## config.mk

```make
export PLATFORM = sky130hd
export DESIGN_NAME = mux_n21_pipe
export DESIGN_NICKNAME = d
export VERILOG_FILES = /design/src/rtl/mux_n21_pipe.sv
export SDC_FILE = /design/constraint.sdc
export NUM_CORES = 1
export LEC_CHECK = 0
export ABC_AREA = 1
export CAP_MARGIN = 20
export CORE_UTILIZATION = 39
export DETAILED_ROUTE_END_ITERATION = 10
export PLACE_DENSITY = 0.77
export SLEW_MARGIN = 20
export SYNTH_ARGS = -nofsm -noshare
export SYNTH_HDL_FRONTEND = slang
export SYNTH_SLANG_ARGS = --single-unit
```

## constraint.sdc

```tcl
create_clock -name w_clk -period 1.3 [get_ports w_clk]
set_input_delay 0.26 -clock w_clk [delete_from_list [all_inputs] [get_ports w_clk]]
set_output_delay 0.26 -clock w_clk [all_outputs]
set_load 0.02 [all_outputs]
```

## src/rtl/mux_n21_pipe.sv

```systemverilog
// N-to-1 word selector feeding a 2-entry skid buffer with registered valid/ready.
// Optional macro MUX_SEL_ERR_EN: out-of-range selects store zero and set a sticky w_sel_err.
module mux_n21_pipe #(
   parameter int unsigned WIDTH      = 32,
   parameter int unsigned NUM_INPUTS = 4,
   parameter int unsigned SEL_WIDTH  = $clog2(NUM_INPUTS)
) (
   input  logic                        w_clk,
   input  logic                        w_rst_n,
   input  logic [NUM_INPUTS*WIDTH-1:0] w_inputs_x,
   input  logic [SEL_WIDTH-1:0]        w_ctrl,
   input  logic                        w_in_valid,
   output logic                        w_in_ready,
   output logic [WIDTH-1:0]            w_out_x,
   output logic                        w_out_valid,
   input  logic                        w_out_ready,
   output logic                        w_sel_err
);

   localparam bit FULL_DECODE = ((1 << SEL_WIDTH) == NUM_INPUTS);

   typedef enum logic [1:0] {
      S_EMPTY = 2'd0,
      S_ONE   = 2'd1,
      S_FULL  = 2'd2
   } state_t;

   state_t           r_state;
   state_t           w_state_nxt;
   logic [WIDTH-1:0] r_main;
   logic [WIDTH-1:0] r_skid;
   logic [WIDTH-1:0] w_main_nxt;
   logic [WIDTH-1:0] w_skid_nxt;
   logic             r_in_ready;
   logic             r_out_valid;
   logic             w_in_fire;
   logic             w_out_fire;
   logic             w_sel_in_range;
   logic [WIDTH-1:0] w_sel_dflt;
   logic [WIDTH-1:0] w_sel_data;
   logic [WIDTH-1:0] w_chan [NUM_INPUTS];

   // Unpack channels so an unknown select reads back as a fully unknown word.
   for (genvar k = 0; k < NUM_INPUTS; k++) begin : g_chan
      assign w_chan[k] = w_inputs_x[k*WIDTH +: WIDTH];
   end

   if (FULL_DECODE) begin : g_full_dec
      assign w_sel_in_range = 1'b1;
   end else begin : g_part_dec
      assign w_sel_in_range = (32'(w_ctrl) < NUM_INPUTS);
   end

`ifdef MUX_SEL_ERR_EN
   assign w_sel_dflt = '0;
`else
   assign w_sel_dflt = w_chan[0];
`endif

   assign w_sel_data = w_sel_in_range ? w_chan[w_ctrl] : w_sel_dflt;

   assign w_in_fire  = w_in_valid & r_in_ready;
   assign w_out_fire = r_out_valid & w_out_ready;

   // State and datapath registers
   always_ff @(posedge w_clk or negedge w_rst_n) begin
      if (!w_rst_n) begin
         r_state     <= S_EMPTY;
         r_main      <= '0;
         r_skid      <= '0;
         r_in_ready  <= 1'b1;
         r_out_valid <= 1'b0;
      end else begin
         r_state     <= w_state_nxt;
         r_main      <= w_main_nxt;
         r_skid      <= w_skid_nxt;
         r_in_ready  <= (w_state_nxt != S_FULL);
         r_out_valid <= (w_state_nxt != S_EMPTY);
      end
   end

   // Next state; the select is evaluated only on an accepted word
   always_comb begin
      w_state_nxt = r_state;
      w_main_nxt  = r_main;
      w_skid_nxt  = r_skid;
      unique case (r_state)
         S_EMPTY: begin
            if (w_in_fire) begin
               w_state_nxt = S_ONE;
               w_main_nxt  = w_sel_data;
            end
         end
         S_ONE: begin
            if (w_in_fire && w_out_fire) begin
               w_main_nxt = w_sel_data;
            end else if (w_in_fire) begin
               w_state_nxt = S_FULL;
               w_skid_nxt  = w_sel_data;
            end else if (w_out_fire) begin
               w_state_nxt = S_EMPTY;
            end
         end
         S_FULL: begin
            if (w_out_fire) begin
               w_state_nxt = S_ONE;
               w_main_nxt  = r_skid;
            end
         end
         default: begin
            w_state_nxt = S_EMPTY;
         end
      endcase
   end

`ifdef MUX_SEL_ERR_EN
   logic r_sel_err;

   // Sticky until reset; the flagged word still flows through in order
   always_ff @(posedge w_clk or negedge w_rst_n) begin
      if (!w_rst_n) begin
         r_sel_err <= 1'b0;
      end else if (w_in_fire && !w_sel_in_range) begin
         r_sel_err <= 1'b1;
      end
   end

   assign w_sel_err = r_sel_err;
`else
   assign w_sel_err = 1'b0;
`endif

   assign w_in_ready  = r_in_ready;
   assign w_out_valid = r_out_valid;
   assign w_out_x     = r_main;

endmodule
```

==> flow_summary.json <==
{
  "status": "finished with violations",
  "failing_checks": "setup timing",
  "synth_enable_flop_cells": 0,
  "min-delay-path-class": "primary input to asynchronous set/reset pin",
  "die_w_microns": 102.9,
  "initial_utilization_pct": 40.44,
  "global_route.usage.total_pct": 22.89,
  "power.leakage_uw": 0.003227,
  "placed_area_sq_um": 5862,
  "timing.final.crit_period_ns": 1.392,
  "number_of_storage_elements_in_the_synthesis_netlist": 68,
  "cts_tree": "done",
  "clock_sinks": 68,
  "yosysWarningCount": 0,
  "layout-drive-gt1-share_pct": 16.11,
  "clk_transition_reported_paths_ns": 0.07,
  "cp-end-kind": "register",
  "remaining_antenna_violation_count": 0,
  "detail_route.vias_per_cell": 4.922,
  "routed_wirelength_microns": 13470,
  "final.setup_skew_ns": 0.007898,
  "final_period_utilization_pct": 107.1,
  "crit-reg2reg-capture": "w_out_x[3]",
  "syn2layout_area_growth_pct": 61.72,
  "total_iterations_of_the_first_detailed_routing_run": 5,
  "setup-tns-final_ns": -2.334,
  "synth.top_cells.by_area": "sky130_fd_sc_hd__dfrtp_1 42%, sky130_fd_sc_hd__nand2_1 31%, sky130_fd_sc_hd__nand3_1 8.3%",
  "io_buffers": 167,
  "power_density_nw_per_um2": 2060,
  "place.gp.congestion": 0.9275,
  "critical_path_peak_fanout": 32,
  "cap_viol_max_count": 0,
  "rr_worst_depth": 7,
  "timing.final.ws_setup_ns": -0.09213,
  "worstReg2RegStart": "r_state[0]",
  "die_area_sq_um": 10590,
  "rows": 36,
  "synthesis.instances": 609,
  "max-clock-path-buffers": 2,
  "detail_route.drc_violations": 0,
  "grt-ovfl-total": 0,
  "synth_largest_area_cell": "sky130_fd_sc_hd__dfrtp_1",
  "seq_area_frac_synth_pct": 42.88,
  "cts_htree_levels": 3,
  "total_vias_in_the_final_route": 4504,
  "vdd_drop_max_mv": 0.9615,
  "final_util_pct": 65.41,
  "setup_viol": 54,
  "worst_setup_path_start_kind": "register",
  "ff2ff_setup_slack_ns": -0.09,
  "diodes": 0,
  "final_nets": 911,
  "grt_pass1_wl_microns": 18630,
  "critPathRequiredTime_ns": 1.54,
  "final_cell_area_sq_um": 6422,
  "worstSkewPairLatency_ns": 0.34,
  "asyncSetResetFlopFracSynth_pct": 100.0,
  "yosys_most_used_dff": "sky130_fd_sc_hd__dfrtp_1",
  "die_height_microns": 102.9,
  "synth_largest_type_area_fraction_pct": 42.22,
  "timing.final.max_slew_violations": 0,
  "post_synth_instance_area_sq_um": 3971,
  "grt_setup_unrepaired": "yes",
  "synth_fp_nets": 743,
  "worstPathArrival_ns": 1.63,
  "maximum_number_of_pins_on_one_net_before_global_route_repair": 65,
  "clock.fmax_ghz": 0.7183,
  "hpwlAfterDp_microns": 8542,
  "criticalPathCategory": "register to register",
  "boundaryPins": 169,
  "cts_root_buf": "sky130_fd_sc_hd__clkbuf_8",
  "finalHoldViolations": 0,
  "antenna_found_initial": 0,
  "floorplan.core_area_sq_um": 9819,
  "postSynthAreaPerCell_sq_um": 6.521,
  "synth.distinct_cells": 15,
  "first_global_vias": 4022,
  "dp_worst_setup_slack_ns": -0.2873,
  "initialDrtViolationCount": 207,
  "wl_per_cell_microns": 14.72,
  "total_cts_buffers": 9
}
[cell usage in the layout, fill, tap and decap left out]
cell / instances
sky130_fd_sc_hd__nand3_4: 1
sky130_fd_sc_hd__dfstp_2: 1
sky130_fd_sc_hd__clkbuf_2: 17
sky130_fd_sc_hd__inv_2: 2
sky130_fd_sc_hd__nor2_1: 33
sky130_fd_sc_hd__dlygate4sd3_1: 1
sky130_fd_sc_hd__nand2_2: 6
sky130_fd_sc_hd__clkbuf_16: 6
sky130_fd_sc_hd__nand2_4: 2
sky130_fd_sc_hd__buf_6: 3
sky130_fd_sc_hd__clkbuf_1: 1
sky130_fd_sc_hd__nand2_1: 318
sky130_fd_sc_hd__nand2_8: 2
sky130_fd_sc_hd__nor2_2: 21
sky130_fd_sc_hd__buf_16: 1
sky130_fd_sc_hd__clkdlybuf4s15_2: 9
sky130_fd_sc_hd__clkdlybuf4s50_1: 131
sky130_fd_sc_hd__o21ai_4: 1
sky130_fd_sc_hd__clkinv_2: 3
sky130_fd_sc_hd__nor2_4: 12
sky130_fd_sc_hd__buf_2: 5
sky130_fd_sc_hd__dfrtp_1: 66
sky130_fd_sc_hd__dfrtp_2: 1
sky130_fd_sc_hd__conb_1: 1
sky130_fd_sc_hd__buf_12: 12
sky130_fd_sc_hd__o21ai_1: 32
sky130_fd_sc_hd__inv_1: 4
sky130_fd_sc_hd__buf_4: 8
sky130_fd_sc_hd__bufinv_16: 2
sky130_fd_sc_hd__nand3_1: 65
sky130_fd_sc_hd__clkbuf_8: 10
sky130_fd_sc_hd__clkdlybuf4s15_1: 4
sky130_fd_sc_hd__nand4_4: 1
[Yosys cell counts, types with 2 or more instances]
library cell and count:
sky130_fd_sc_hd__nand3_1 66, sky130_fd_sc_hd__nor2_2 11, sky130_fd_sc_hd__buf_6 3, sky130_fd_sc_hd__inv_1 4, sky130_fd_sc_hd__nand2_1 327, sky130_fd_sc_hd__buf_2 29
sky130_fd_sc_hd__o21ai_1 33, sky130_fd_sc_hd__nor2_1 55, sky130_fd_sc_hd__clkbuf_1 4, sky130_fd_sc_hd__dfrtp_1 67, sky130_fd_sc_hd__inv_2 2, sky130_fd_sc_hd__buf_4 5
[per-stage QoR]
step	std cells	hold slack, ns	power [uW]
global placement	886	0.2062	9552
floorplan	609	-0.03559	7434
finish	915	0.3876	13230
global route	915	0.4053	14130
CTS	904	0.3890	11770
detailed placement	886	0.2081	9760
[worst max-delay path: stages (launching register included)]
cell                      delay, ns
sky130_fd_sc_hd__dfrtp_1       0.42
sky130_fd_sc_hd__inv_1         0.14
sky130_fd_sc_hd__nand2_4       0.12
sky130_fd_sc_hd__buf_12        0.20
sky130_fd_sc_hd__nor2_1        0.22
sky130_fd_sc_hd__nor2_4        0.06
sky130_fd_sc_hd__nand2_1       0.06
sky130_fd_sc_hd__nand2_1       0.05
[where the power goes]
| part | internal (uW) | switching [uW] | total, uW |
|---|---|---|---|
| logic | 3270 | 4210 | 7470 |
| clock network | 1120 | 795 | 1920 |
| registers | 3190 | 645 | 3840 |
| total | 7580 | 5650 | 13200 |
[worst max path at each step]
stage                 from           to  slack (ns)  depth (start not counted)
2_1_floorplan   w_in_ready  w_out_x[13]      -0.008                          8
3_3_place_gp   w_out_ready    r_skid[7]       -0.25                          6
3_5_place_dp     w_ctrl[1]  w_out_x[20]       -0.29                          7
4_1_cts         w_in_ready   w_out_x[3]       -0.05                          8
5_1_grt         r_state[0]   w_out_x[3]       -0.15                          7
6_report        r_state[0]   w_out_x[3]       -0.09                          7
[kinds of logic (layout without fill, tap and decap cells)]
| group | Yosys count | after routing | share of synthesized area, % |
|---|---|---|---|
| simple gates | 460 | 461 | 46.47 |
| flops | 68 | 68 | 42.88 |
| buf+inv | 47 | 219 | 6.396 |
| compound gates | 33 | 33 | 4.159 |
| other cells | 1 | 1 | 0.09443 |
[registers in the layout, summed over array words and instances, names as in the netlist]
signal / count
r_state: 2
w_out_x: 32
w_in_ready: 1
r_skid: 32
w_out_valid: 1
[cell type report]
class | count | area (sq um)
clock buffer | 11 | 141.4
clock inverter | 5 | 75.07
fill | 863 | 3397
inverter | 6 | 22.52
multi-input combinational | 495 | 2228
sequential | 68 | 1704
tap | 133 | 166.4
timing repair buffer | 197 | 2085
[metal layers]
metal	global-route usage, %	wire, microns	up-vias
met5	0	0	-
met4	6.501	209	0
met3	5.085	765	18
met2	40.21	7080	148
met1	28.23	5415	2100
li1	-	-	2238
[what timing repair did]
action / in CTS / in global routing
cloned: 1 / 9
resized for setup: 93 / 64
hold buffers: 1 / 0
buffers inserted: 0 / 2
pin swaps: 0 / 5
endpoints found under the hold margin: 23 / 0
endpoints found under the setup margin: 91 / 87
Note: power is estimated with default switching activity, not from simulation.
